File: src/rtl/move_sequencer.sv
// move_sequencer: turns held direction buttons into timed one-pixel player steps,
// checks each non-wrapping step against the map/collision memory before committing
// it, and handles screen-edge wrap with room index updates.
// Optional feature macro: MOVE_COLLISION_EN (collision query handshake).
// When it is undefined every tick expiry commits directly and col_req/col_x/col_y are 0.
`timescale 1ns/1ps

module move_sequencer #(
    parameter int TICK_MAX = 150000,
    parameter int X_MIN    = 144,
    parameter int X_MAX    = 784,
    parameter int Y_MIN    = 35,
    parameter int Y_MAX    = 515,
    parameter int SPRITE   = 16,
    parameter int X_INIT   = 455,
    parameter int Y_INIT   = 266
) (
    input  logic       CLOCK_25,
    input  logic       reset,
    input  logic       btn_up,
    input  logic       btn_down,
    input  logic       btn_left,
    input  logic       btn_right,
    input  logic       col_gnt,
    input  logic       col_valid,
    input  logic       col_wall,
    output logic       col_req,
    output logic [9:0] col_x,
    output logic [9:0] col_y,
    output logic [9:0] x_pos,
    output logic [9:0] y_pos,
    output logic [2:0] map_x,
    output logic [2:0] map_y,
    output logic       step,
    output logic       busy
);

    localparam int CNT_W = (TICK_MAX > 1) ? $clog2(TICK_MAX) : 1;
    localparam logic [CNT_W-1:0] CNT_LAST = CNT_W'(TICK_MAX - 1);
    localparam logic [9:0] X_LO   = 10'(X_MIN);
    localparam logic [9:0] X_HI   = 10'(X_MAX - SPRITE);
    localparam logic [9:0] Y_LO   = 10'(Y_MIN);
    localparam logic [9:0] Y_HI   = 10'(Y_MAX - SPRITE);
    localparam logic [9:0] X_RST  = 10'(X_INIT);
    localparam logic [9:0] Y_RST  = 10'(Y_INIT);

    typedef enum logic [1:0] {DIR_LEFT, DIR_DOWN, DIR_UP, DIR_RIGHT} dir_t;

`ifdef MOVE_COLLISION_EN
    typedef enum logic [2:0] {IDLE, WAIT_TICK, QUERY, WAIT_RESP, COMMIT} state_t;
`else
    typedef enum logic [1:0] {IDLE, WAIT_TICK, COMMIT} state_t;
`endif

    // Button bit order inside the synchronizer: {left, down, up, right}
    logic [3:0]       btn_meta_reg, btn_sync_reg;
    state_t           state_reg, state_next;
    dir_t             dir_reg, dir_next, sel_dir;
    logic [CNT_W-1:0] cnt_reg, cnt_next;
    logic [9:0]       cand_x_reg, cand_x_next, cand_y_reg, cand_y_next;
    logic [2:0]       cand_mx_reg, cand_mx_next, cand_my_reg, cand_my_next;
    logic [9:0]       x_pos_reg, x_pos_next, y_pos_reg, y_pos_next;
    logic [2:0]       map_x_reg, map_x_next, map_y_reg, map_y_next;
    logic             step_reg, step_next;
    logic             held;
    logic [9:0]       cand_x_c, cand_y_c;
    logic [2:0]       cand_mx_c, cand_my_c;
    logic             wrap_c;

    // Two-flop synchronizer, inverting the active-low buttons to active-high
    always_ff @(posedge CLOCK_25 or posedge reset) begin
        if (reset) begin
            btn_meta_reg <= 4'b0000;
            btn_sync_reg <= 4'b0000;
        end else begin
            btn_meta_reg <= ~{btn_left, btn_down, btn_up, btn_right};
            btn_sync_reg <= btn_meta_reg;
        end
    end

    // Priority pick of a new direction and "latched button still held" test
    always_comb begin
        sel_dir = DIR_RIGHT;
        if (btn_sync_reg[3])      sel_dir = DIR_LEFT;
        else if (btn_sync_reg[2]) sel_dir = DIR_DOWN;
        else if (btn_sync_reg[1]) sel_dir = DIR_UP;
        held = 1'b0;
        case (dir_reg)
            DIR_LEFT:  held = btn_sync_reg[3];
            DIR_DOWN:  held = btn_sync_reg[2];
            DIR_UP:    held = btn_sync_reg[1];
            DIR_RIGHT: held = btn_sync_reg[0];
            default:   held = 1'b0;
        endcase
    end

    // Candidate position one pixel along the latched direction, wrapping at the edges
    always_comb begin
        cand_x_c  = x_pos_reg;
        cand_y_c  = y_pos_reg;
        cand_mx_c = map_x_reg;
        cand_my_c = map_y_reg;
        wrap_c    = 1'b0;
        case (dir_reg)
            DIR_LEFT: begin
                if (x_pos_reg == X_LO) begin
                    cand_x_c  = X_HI;
                    cand_mx_c = map_x_reg - 3'd1;
                    wrap_c    = 1'b1;
                end else begin
                    cand_x_c = x_pos_reg - 10'd1;
                end
            end
            DIR_RIGHT: begin
                if (x_pos_reg == X_HI) begin
                    cand_x_c  = X_LO;
                    cand_mx_c = map_x_reg + 3'd1;
                    wrap_c    = 1'b1;
                end else begin
                    cand_x_c = x_pos_reg + 10'd1;
                end
            end
            DIR_UP: begin
                if (y_pos_reg == Y_LO) begin
                    cand_y_c  = Y_HI;
                    cand_my_c = map_y_reg - 3'd1;
                    wrap_c    = 1'b1;
                end else begin
                    cand_y_c = y_pos_reg - 10'd1;
                end
            end
            DIR_DOWN: begin
                if (y_pos_reg == Y_HI) begin
                    cand_y_c  = Y_LO;
                    cand_my_c = map_y_reg + 3'd1;
                    wrap_c    = 1'b1;
                end else begin
                    cand_y_c = y_pos_reg + 10'd1;
                end
            end
            default: wrap_c = 1'b0;
        endcase
    end

`ifdef MOVE_COLLISION_EN
    logic       col_req_reg, col_req_next;
    logic [9:0] col_x_reg, col_x_next, col_y_reg, col_y_next;

    assign col_req = col_req_reg;
    assign col_x   = col_x_reg;
    assign col_y   = col_y_reg;

    // Query interface registers; reset drops an in-flight request at once
    always_ff @(posedge CLOCK_25 or posedge reset) begin
        if (reset) begin
            col_req_reg <= 1'b0;
            col_x_reg   <= 10'd0;
            col_y_reg   <= 10'd0;
        end else begin
            col_req_reg <= col_req_next;
            col_x_reg   <= col_x_next;
            col_y_reg   <= col_y_next;
        end
    end
`else
    logic unused_coll_inputs;

    assign col_req = 1'b0;
    assign col_x   = 10'd0;
    assign col_y   = 10'd0;
    assign unused_coll_inputs = &{1'b0, col_gnt, col_valid, col_wall, wrap_c};
`endif

    // State, counter, candidate and committed position registers
    always_ff @(posedge CLOCK_25 or posedge reset) begin
        if (reset) begin
            state_reg   <= IDLE;
            dir_reg     <= DIR_LEFT;
            cnt_reg     <= '0;
            cand_x_reg  <= X_RST;
            cand_y_reg  <= Y_RST;
            cand_mx_reg <= 3'd1;
            cand_my_reg <= 3'd1;
            x_pos_reg   <= X_RST;
            y_pos_reg   <= Y_RST;
            map_x_reg   <= 3'd1;
            map_y_reg   <= 3'd1;
            step_reg    <= 1'b0;
        end else begin
            state_reg   <= state_next;
            dir_reg     <= dir_next;
            cnt_reg     <= cnt_next;
            cand_x_reg  <= cand_x_next;
            cand_y_reg  <= cand_y_next;
            cand_mx_reg <= cand_mx_next;
            cand_my_reg <= cand_my_next;
            x_pos_reg   <= x_pos_next;
            y_pos_reg   <= y_pos_next;
            map_x_reg   <= map_x_next;
            map_y_reg   <= map_y_next;
            step_reg    <= step_next;
        end
    end

    // Next-state logic: tick timing, optional collision handshake, commit
    always_comb begin
        state_next   = state_reg;
        dir_next     = dir_reg;
        cnt_next     = cnt_reg;
        cand_x_next  = cand_x_reg;
        cand_y_next  = cand_y_reg;
        cand_mx_next = cand_mx_reg;
        cand_my_next = cand_my_reg;
        x_pos_next   = x_pos_reg;
        y_pos_next   = y_pos_reg;
        map_x_next   = map_x_reg;
        map_y_next   = map_y_reg;
        step_next    = 1'b0;
`ifdef MOVE_COLLISION_EN
        col_req_next = col_req_reg;
        col_x_next   = col_x_reg;
        col_y_next   = col_y_reg;
`endif
        case (state_reg)
            IDLE: begin
                if (|btn_sync_reg) begin
                    dir_next   = sel_dir;
                    cnt_next   = '0;
                    state_next = WAIT_TICK;
                end
            end
            WAIT_TICK: begin
                if (!held) begin
                    cnt_next   = '0;
                    state_next = IDLE;
                end else if (cnt_reg == CNT_LAST) begin
                    cand_x_next  = cand_x_c;
                    cand_y_next  = cand_y_c;
                    cand_mx_next = cand_mx_c;
                    cand_my_next = cand_my_c;
`ifdef MOVE_COLLISION_EN
                    if (wrap_c) begin
                        state_next = COMMIT;
                    end else begin
                        col_req_next = 1'b1;
                        col_x_next   = cand_x_c;
                        col_y_next   = cand_y_c;
                        state_next   = QUERY;
                    end
`else
                    state_next = COMMIT;
`endif
                end else begin
                    cnt_next = cnt_reg + 1'b1;
                end
            end
`ifdef MOVE_COLLISION_EN
            QUERY: begin
                if (col_gnt) begin
                    col_req_next = 1'b0;
                    // A response in the grant cycle is resolved right away
                    if (col_valid) begin
                        if (!col_wall) begin
                            state_next = COMMIT;
                        end else begin
                            cnt_next   = '0;
                            state_next = held ? WAIT_TICK : IDLE;
                        end
                    end else begin
                        state_next = WAIT_RESP;
                    end
                end
            end
            WAIT_RESP: begin
                if (col_valid) begin
                    if (!col_wall) begin
                        state_next = COMMIT;
                    end else begin
                        cnt_next   = '0;
                        state_next = held ? WAIT_TICK : IDLE;
                    end
                end
            end
`endif
            COMMIT: begin
                x_pos_next = cand_x_reg;
                y_pos_next = cand_y_reg;
                map_x_next = cand_mx_reg;
                map_y_next = cand_my_reg;
                step_next  = 1'b1;
                cnt_next   = '0;
                state_next = held ? WAIT_TICK : IDLE;
            end
            default: state_next = IDLE;
        endcase
    end

    assign x_pos = x_pos_reg;
    assign y_pos = y_pos_reg;
    assign map_x = map_x_reg;
    assign map_y = map_y_reg;
    assign step  = step_reg;
    assign busy  = (state_reg != IDLE);

endmodule

File: config.mk
export PLATFORM = sky130hd
export DESIGN_NAME = move_sequencer
export DESIGN_NICKNAME = d
export VERILOG_FILES = /design/src/rtl/move_sequencer.sv
export SDC_FILE = /design/constraint.sdc
export NUM_CORES = 1
export LEC_CHECK = 0
export ABC_AREA = 1
export BUFFER_PORTS_ARGS = -buffer_cell sky130_fd_sc_hd__buf_2
export CAP_MARGIN = 20
export CORE_AREA = 2 2 100 102
export DETAILED_ROUTE_END_ITERATION = 8
export DIE_AREA = 0 0 102 104
export PLACE_DENSITY = 0.8
export SLEW_MARGIN = 10
export SYNTH_ARGS = -nofsm -noshare
export SYNTH_HDL_FRONTEND = slang
export SYNTH_SLANG_ARGS = --single-unit
File: constraint.sdc
create_clock -name CLOCK_25 -period 3.3 [get_ports CLOCK_25]
set_clock_uncertainty 0.15 [all_clocks]
set_input_delay 0.165 -clock CLOCK_25 [delete_from_list [all_inputs] [get_ports CLOCK_25]]
set_output_delay 0.165 -clock CLOCK_25 [all_outputs]
set_load 0.02 [all_outputs]
==> flow_summary.ini, run 1 <==
[outcome]
status = finished clean

[yosys]
avgSynthCellArea_um2 = 6.859
synth_area_um2 = 5583
yosysTopAreaCell = dfrtp_1
synth_seq_cells = 83
synth_top_area_share_pct = 27.34
synth_area_leaders = dfrtp_1 (27%), nand2_1 (18%), dfstp_2 (10%), nand3_1 (7.8%), inv_1 (5.0%)
synthTopCellsByCount = nand2_1 (267), nand3_1 (87), inv_1 (74)
async_flop_share_pct = 100.0
ys_seq_area_share_pct = 37.70
yosysWarnings = 0
synth_cell_types = 34
synth.most_common_cell = nand2_1
synth_flop_cell = dfrtp_1
syn_inst = 814
synth_enable_flop_cells = 0

[worst_setup_path]
cpPeakStageDelay_ns = 0.64
worstSetupEndpointType = flop
crit_top_cell = nor2_4
rrSetupSlack_ns = 0.51
path_class = reg2reg
r2r-start = dir_reg[0]
r2r_end = cnt_reg[13]
worst-path-buf-inv = 2
cp.required_ns = 3.35
arrival_ns = 2.85
cp_top_family = simple AND/OR/NAND/NOR gates
ff2ff_path_depth = 10
crit_chain = inv_1, ha_1, inv_2, nand2_1, nor2_1, nor2_4, nand2_2, nor2_4, nor2_2, o21ai_0
slowest_stage = nor2_2
critPathLaunchType = flop
crit_fanout = 20

[job]
maxCapViolCount = 0

[place]
gp_congestion = 0.9157
dpl_cell_area_um2 = 5787
portBuffers = 33
dp_hpwl_mm = 9.512

[clock_tree]
clk_latency_ns = 0.36
cts_tree = built
cts_buffer_depth = 2
cts_made_buffers = 9
clk_pin_slew_worst_paths_ns = 0.09
htreeDepth = 3
cts_sinks = 83
root_buffer = clkbuf_8
post_cts_buffers = 0

[pwr]
vdd_drop_max_uv = 418.3
finalPower_mw = 2.874
p_leak_nw = 3.054
p_per_area_nw_per_um2 = 475.2

[floorplanning]
die_width_um = 102
dieArea_um2 = 10610
core.rowCount = 36
core-area_um2 = 9549
io_pins = 58
die_y_um = 104
initial_utilization_pct = 58.46

[grt]
gr-total-overflow = 0
antenna_found_initial = 0
grt_pass1_vias = 5014
grt_max_degree = 55
grt_use_total_pct = 26.50
grt_first_pass_wirelength_mm = 23.05

[route]
totalWireLength_mm = 13.54
wl_per_cell_um = 13.78
drt_first_pass_iters = 7
antenna_left = 0
drt_iter0_markers = 486
routed-via-count = 5395
drc_errors = 0
drt-vias-per-instance = 5.494

[layout]
largest_register_ffs = 18
utilization_pct = 63.33
area_delta_synth_final_pct = 8.315
fill_cells = 863
final_cell_area_um2 = 6047
drive_gt1_share_pct = 13.55
antenna_cells = 0
nets = 866
multi_input_area_um2 = 2947
seq_area_um2 = 2105

[sta]
period_share_pct = 84.64
min_period_ns = 2.793
grt_setup_unrepaired = no
finalSetupViolCount = 0
hold_viol = 0
tightest_slew_ns = 0.8216
finalMaxSlewViolations = 0
setup-tns-final_ns = 0
fmax_mhz = 358.0
slew_headroom_pct = 45.17

[worst_hold_path]
min_path_type = in2async
stage by stage:
stage               hold WS, ns  worst slack [ns]  instances
floorplan               0.07441            0.8846        834
global placement         0.1569            0.6483        959
detailed placement      0.01051            0.4861        960
CTS                      0.1595            0.4845        981
global route             0.1882            0.3434        982
finish                   0.1571            0.5068        982
tightest hold or removal path: stages:
cell and delay [ns]:
dlygate4sd3_1 0.53, buf_2 0.12, clkinv_2 0.27
layout make-up:
type | count | share of cell area (%)
Clock inverter | 7 | 0.9725
Inverter | 82 | 5.111
Clock buffer | 9 | 2.048
Sequential cell | 83 | 34.80
Tap cell | 133 | 2.752
Timing Repair Buffer | 49 | 5.587
Multi-Input combinational cell | 619 | 48.73
metal layers:
metal	vias to the layer above	track usage, %	wire, um
met4	0	10.00	298
met3	26	3.427	859
li1	2634	-	-
met2	221	41.87	6425
met5	-	0	0
met1	2514	36.98	5953
cells in the final DEF, fill, tap and decap left out, types with 4 or more instances in the layout:
master,count
nor2_1,72
nor2_2,4
dfstp_2,22
nor3_1,21
clkbuf_8,9
ha_1,13
conb_1,21
inv_2,8
nand4_1,32
buf_4,9
dfrtp_1,61
nand3_1,87
nand2_1,267
inv_1,73
nor2_4,4
o21ai_0,49
xor2_1,11
dlygate4sd3_1,5
nand2_2,5
o21ai_2,8
xnor2_1,5
o21ai_1,5
buf_2,33
report_power, final:
part | switching (mW) | total (mW) | internal (mW) | leakage, nW
logic | 0.787 | 1.10 | 0.316 | 1.91
registers | 0.0311 | 1.08 | 1.05 | 1.05
clock network | 0.407 | 0.690 | 0.284 | 0.0868
total | 1.22 | 2.87 | 1.65 | 3.05
worst max path at each step:
stage	to	slack, ns	start	cells after the start
after floorplan	btn_meta_reg[0]	0.88	reset	1
after global placement	cnt_reg[13]	0.65	dir_reg[0]	10
after detailed placement	cnt_reg[13]	0.49	dir_reg[0]	10
after CTS	cnt_reg[13]	0.48	dir_reg[0]	10
after global routing	cnt_reg[13]	0.34	dir_reg[0]	10
final	cnt_reg[13]	0.51	dir_reg[0]	10
repair_timing:
item,4_1_cts,5_1_grt
setup endpoints to repair,0,0
gates resized for setup,0,0
hold endpoints to repair,65,0
hold buffers,5,0
cells by family after synthesis:
group           Yosys count  share of synthesized area, %
fa+ha+maj                13                         2.914
simple gates            498                         38.61
buf+inv                 132                         11.00
flops                    83                         37.70
other cells               1                       0.06717
compound gates           70                         7.015
xor+xnor                 16                         2.510
mux                       1                        0.1793
(Power assumes the default switching activity.)
==> run 2, diff against run 1 <==
--- a/config.mk
+++ b/config.mk
@@ -5,13 +5,13 @@
 export SDC_FILE = /design/constraint.sdc
 export NUM_CORES = 1
 export LEC_CHECK = 0
-export ABC_AREA = 1
+export ABC_AREA = 0
 export BUFFER_PORTS_ARGS = -buffer_cell sky130_fd_sc_hd__buf_2
 export CAP_MARGIN = 20
-export CORE_AREA = 2 2 100 102
+export CORE_AREA = 2 2 101 103
 export DETAILED_ROUTE_END_ITERATION = 8
-export DIE_AREA = 0 0 102 104
-export PLACE_DENSITY = 0.8
+export DIE_AREA = 0 0 103 105
+export PLACE_DENSITY = 0.77
 export SLEW_MARGIN = 10
 export SYNTH_ARGS = -nofsm -noshare
 export SYNTH_HDL_FRONTEND = slang
==> constraint.sdc (replaced) <==
create_clock -name CLOCK_25 -period 2.31 [get_ports CLOCK_25]
set_clock_uncertainty 0.15 [all_clocks]
set_input_delay 0.1155 -clock CLOCK_25 [delete_from_list [all_inputs] [get_ports CLOCK_25]]
set_output_delay 0.1155 -clock CLOCK_25 [all_outputs]
set_load 0.02 [all_outputs]
==> flow_summary.ini, run 2 <==
[clock_tree]
clk_latency_ns = 0.36
cts_tree = built
htreeDepth = 3
cts_sinks = 83
cts_made_buffers = 9
clk_pin_slew_worst_paths_ns = 0.09
cts_buffer_depth = 2
root_buffer = clkbuf_8

[yosys]
synth_flop_cell = dfrtp_1
avgSynthCellArea_um2 = 8.754
synth_seq_cells = 83
syn_inst = 591
synth_cell_types = 68
async_flop_share_pct = 100.0
yosysTopAreaCell = dfrtp_1
synth_enable_flop_cells = 0
synth_area_leaders = dfrtp_1 (30%), dfstp_2 (11%), o21ai_0 (5.3%), nand2_1 (4.0%), buf_4 (3.2%)
synth.most_common_cell = dfrtp_1
ys_seq_area_share_pct = 40.68
synth_top_area_share_pct = 29.50
yosysWarnings = 0
synth_area_um2 = 5174
synthTopCellsByCount = dfrtp_1 (61), nand2_1 (55), o21ai_0 (55)

[grt]
gr-total-overflow = 0
grt_pass1_vias = 4489
grt_use_total_pct = 24.74
grt_first_pass_wirelength_mm = 21.65
antenna_found_initial = 0
grt_max_degree = 84

[sta]
setup-tns-final_ns = 0
hold_viol = 0
tightest_slew_ns = 0.5374
fmax_mhz = 438.6
finalMaxSlewViolations = 0
period_share_pct = 98.71
holdWs_ns = 0.2043
slew_headroom_pct = 64.00
finalSetupViolCount = 0
min_period_ns = 2.280
grt_setup_unrepaired = yes
setup_slack_ns = 0.02987

[worst_setup_path]
crit_fanout = 7
startpoint = y_pos[1]
r2r_end = cand_y_reg[2]
r2r-start = y_pos[1]
worstSetupEndpointType = flop
ff2ff_path_depth = 6
cp.required_ns = 2.42
critPathLaunchType = flop
rrSetupSlack_ns = 0.03
arrival_ns = 2.39
path_class = reg2reg

[layout]
antenna_cells = 0
drive_gt1_share_pct = 30.29
area_delta_synth_final_pct = 21.40
final_cells = 813
final_cell_area_um2 = 6281
nets = 697
utilization_pct = 65.16
layout_common_cells = buf_4 (70), dfrtp_1 (61), nand2_1 (55)
final_common_cell = buf_4
largest_register_ffs = 18
fill_cells = 831

[place]
dp_hpwl_mm = 8.937
dpl.cell_count = 783
portBuffers = 33
dpl_cell_area_um2 = 5798
post-place-ws_ns = -0.1306
gp_congestion = 0.9373

[floorplanning]
io_pins = 58
core.rowCount = 36
core-area_um2 = 9639
initial_utilization_pct = 53.67
die_y_um = 105
die_width_um = 103
dieArea_um2 = 10820

[pwr]
p_per_area_nw_per_um2 = 744.2
p_leak_nw = 2.732
vdd_drop_max_uv = 507.3
finalPower_mw = 4.674

[route]
wl_per_cell_um = 16.35
antenna_left = 0
drc_errors = 0
routed-via-count = 4941
drt-vias-per-instance = 6.077
drt_iter0_markers = 368
drt_first_pass_iters = 5
totalWireLength_mm = 13.29

[job]
maxCapViolCount = 0

[worst_hold_path]
whs_endpoint = btn_sync_reg[0]
min_path_type = reg2reg
min-delay-start = btn_meta_reg[0]
hold_depth = 0

[outcome]
status = finished clean
[run 2: cell types whose count changed in the layout (fill, tap and decap cells not counted), moves of 9 or more]
cell,change
nor3_1,-9
and4_1,+9
mux2_2,+14
inv_1,-47
nand4_1,-21
buf_4,+61
nor2_1,-30
a31oi_1,+13
nand2_1,-212
a21oi_1,+24
nand3_1,-68
[run 2: layer usage]
layer  global-route usage (%)  wire length (um)  vias to the layer above
met5                        0                 0                        -
met4                    6.861               279                        0
li1                         -                 -                     2287
met3                    5.753               964                       40
met1                    34.79              5647                     2402
met2                    38.13              6402                      212
[run 2: layout make-up]
| cell class | instances | area [um2] | area share (%) |
|---|---|---|---|
| sequential | 83 | 2105 | 33.51 |
| multi-input combinational | 436 | 2889 | 46.00 |
| clock buffer | 9 | 123.9 | 1.972 |
| clock inverter | 7 | 53.80 | 0.8566 |
| inverter | 32 | 128.9 | 2.052 |
| tap | 133 | 166.4 | 2.649 |
| timing repair buffer | 113 | 814.5 | 12.97 |
[run 2: worst max-delay path by stage]
| stage | end | slack [ns] | cells past startpoint |
|---|---|---|---|
| final | cand_y_reg[2] | 0.03 | 6 |
| after global routing | cand_my_reg[1] | -0.08 | 6 |
| after CTS | cand_y_reg[8] | 0.007 | 6 |
| after detailed placement | cand_y_reg[6] | -0.13 | 7 |
| after global placement | cand_x_reg[5] | -0.09 | 8 |
| after floorplan | cand_y_reg[2] | -0.18 | 8 |
[run 2: report_power, final]
group / internal (mW) / switching (mW) / leakage (nW)
combinational: 0.832 / 1.32 / 1.60
sequential: 1.50 / 0.0546 / 1.05
clock: 0.395 / 0.567 / 0.0818
total: 2.73 / 1.94 / 2.73
[run 2: cells by family after synthesis]
kind of cell / count (synthesis) / share of synthesized area, %
AND/OR/NAND/NOR: 208 / 21.43
AO/OA/AOI/OAI: 164 / 20.27
buffers and inverters: 93 / 8.754
flip-flops: 83 / 40.68
multiplexers: 17 / 3.628
adder cells (fa/ha/maj): 13 / 3.144
XOR/XNOR: 12 / 2.031
other: 1 / 0.07248
[run 2: timing repair]
item | 4_1_cts | 5_1_grt
setup buffers | 1 | 7
pin swaps | 2 | 18
gates cloned | 0 | 1
resized for setup | 10 | 36
hold buffers | 5 | 0
endpoints found under the hold margin | 65 | 0
endpoints found under the setup margin | 25 | 30
[run 2: critical path: stages, from the launching register on]
cell and delay (ns):
dfstp_2 0.56, ha_4 0.13, or4b_4 0.52, or3_4 0.39
a32o_1 0.24, a21oi_2 0.11, o21ai_1 0.08
==> run 3, diff against run 2 <==
--- a/config.mk
+++ b/config.mk
@@ -8,10 +8,11 @@
 export ABC_AREA = 0
 export BUFFER_PORTS_ARGS = -buffer_cell sky130_fd_sc_hd__buf_2
 export CAP_MARGIN = 20
-export CORE_AREA = 2 2 101 103
+export CORE_AREA = 2 2 100 102
+export CTS_BUF_LIST = sky130_fd_sc_hd__clkbuf_2 sky130_fd_sc_hd__clkbuf_4 sky130_fd_sc_hd__clkbuf_8
 export DETAILED_ROUTE_END_ITERATION = 8
-export DIE_AREA = 0 0 103 105
-export PLACE_DENSITY = 0.77
+export DIE_AREA = 0 0 102 104
+export PLACE_DENSITY = 0.78
 export SLEW_MARGIN = 10
 export SYNTH_ARGS = -nofsm -noshare
 export SYNTH_HDL_FRONTEND = slang
==> flow_summary.ini, run 3 (same netlist as run 2, synthesis figures left out) <==
[layout]
layout_common_cells = buf_4 (68), dfrtp_1 (59), nand2_1 (54)
final_common_cell = buf_4
utilization_pct = 67.16
area_delta_synth_final_pct = 23.97
fill_cells = 753
largest_register_ffs = 18
antenna_cells = 0
final_cell_area_um2 = 6414
nets = 698
drive_gt1_share_pct = 32.31

[pwr]
switchingPower_mw = 1.979
seqPwrFrac_pct = 32.7
vdd_drop_max_uv = 567.3
p_sw_share_pct = 41.29
power_frac_clock_pct = 20.8
combPwrFrac_pct = 46.5
p_per_area_nw_per_um2 = 747.1
internal_power_mw = 2.813
p_leak_nw = 2.767

[floorplanning]
initial_utilization_pct = 54.18
die_width_um = 102
core.rowCount = 36
die_y_um = 104
io_pins = 58
dieArea_um2 = 10610
core-area_um2 = 9549

[sta]
slew_headroom_pct = 59.14
hold_viol = 0
min_period_ns = 2.345
setup_slack_ns = -0.03494
fmax_mhz = 426.4
finalMaxSlewViolations = 0
grt_setup_unrepaired = yes
setup-tns-final_ns = -0.1293
tightest_slew_ns = 0.6101
finalSetupViolCount = 9
holdWs_ns = 0.1678
period_share_pct = 101.5

[outcome]
status = finished with violations
violations = negative setup slack

[worst_setup_path]
path_class = reg2reg
worstSetupEndpointType = flop
r2r_end = cand_y_reg[9]
r2r-start = dir_reg[0]
crit_fanout = 4
slowest_stage = or3_4
worst-path-buf-inv = 3
arrival_ns = 2.44
path_depth = 9
ff2ff_path_depth = 9
cp_top_family = compound AO/OA/AOI/OAI gates
cp.required_ns = 2.41
crit_chain = inv_2, ha_4, a222oi_1, buf_4, a211o_1, or3_4, buf_4, a31oi_2, a21oi_1
crit_top_cell = buf_4
rrSetupSlack_ns = -0.03
cp-endpoint = cand_y_reg[9]
critPathLaunchType = flop
cpPeakStageDelay_ns = 0.43
startpoint = dir_reg[0]

[grt]
grt_use_total_pct = 25.40
grt_pass1_vias = 4541
antenna_found_initial = 0
grt_max_degree = 44
gr-total-overflow = 0
grt_first_pass_wirelength_mm = 21.89

[route]
routed-via-count = 4904
drt-vias-per-instance = 6.025
drt_iter0_markers = 430
antenna_left = 0
totalWireLength_mm = 13.71
wl_per_cell_um = 16.84
drt_first_pass_iters = 6
drc_errors = 0

[clock_tree]
htreeDepth = 3
cts_buffer_depth = 2
cts_sinks = 83
clk_latency_ns = 0.37
cts_tree = built
cts_made_buffers = 9
clk_pin_slew_worst_paths_ns = 0.09
root_buffer = clkbuf_8

[place]
post-place-ws_ns = -0.1071
portBuffers = 33
dp_hpwl_mm = 9.001
dpl_cell_area_um2 = 5761
gp_congestion = 0.9464

[worst_hold_path]
min_path_type = in2async

[job]
maxCapViolCount = 0
==> run 3: worst min-delay path by stage <==
stage	startpoint	depth (start not counted)	endpoint	slack, ns
6_report	reset	3	cand_y_reg[2]	0.17
5_1_grt	btn_meta_reg[3]	0	btn_sync_reg[3]	0.21
4_1_cts	reset	3	cand_y_reg[2]	0.17
3_5_place_dp	reset	2	y_pos[0]	0.03
3_3_place_gp	reset	2	cand_y_reg[0]	0.02
2_1_floorplan	btn_right	1	btn_meta_reg[0]	0.02
==> run 3: metrics by stage <==
| step | total power, mW | std cells |
|---|---|---|
| 2_1_floorplan | 2.836 | 611 |
| 3_3_place_gp | 3.418 | 778 |
| 3_5_place_dp | 3.466 | 778 |
| 4_1_cts | 4.505 | 802 |
| 5_1_grt | 5.096 | 814 |
| 6_report | 4.792 | 814 |
==> run 3: repair_timing <==
| action | 4_1_cts | 5_1_grt |
|---|---|---|
| buffers inserted | 3 | 9 |
| hold endpoints to repair | 25 | 0 |
| setup endpoints to repair | 20 | 37 |
| hold buffers | 5 | 0 |
| pin swaps | 3 | 13 |
| gates cloned | 0 | 3 |
| gates resized for setup | 8 | 59 |
==> run 3: cell type report <==
class                           count  area, um2  share of cell area, %
Multi-Input combinational cell    436       2953                  46.04
Sequential cell                    83       2111                  32.91
Timing Repair Buffer              114      869.6                  13.56
Tap cell                          133      166.4                  2.595
Clock buffer                       10      137.6                  2.146
Inverter                           32      128.9                  2.009
Clock inverter                      6      47.55                 0.7413
==> run 3: metal layers <==
metal / vias to the layer above / global-route usage, % / wire length (um)
met5: - / 0 / 0
met4: 0 / 8.667 / 284
met3: 35 / 4.704 / 1066
met2: 233 / 38.63 / 6543
met1: 2349 / 36.35 / 5815
li1: 2287 / - / -
==> run 3: worst reg2reg max path, stage by stage, from the launching register on <==
cell and delay [ns]:
dfrtp_1 0.42, inv_2 0.11, ha_4 0.15, a222oi_1 0.08
buf_4 0.16, a211o_1 0.31, or3_4 0.43, buf_4 0.19
a31oi_2 0.15, a21oi_1 0.09
==> run 3: power by group through the flow <==
stage / Clock [mW] / Sequential, mW / Combinational [mW]
after floorplan: 0 / 1.57 / 1.27
after global placement: 0 / 1.58 / 1.84
after detailed placement: 0 / 1.58 / 1.88
after CTS: 1.03 / 1.55 / 1.92
after global routing: 1.09 / 1.57 / 2.43
final: 0.997 / 1.57 / 2.23
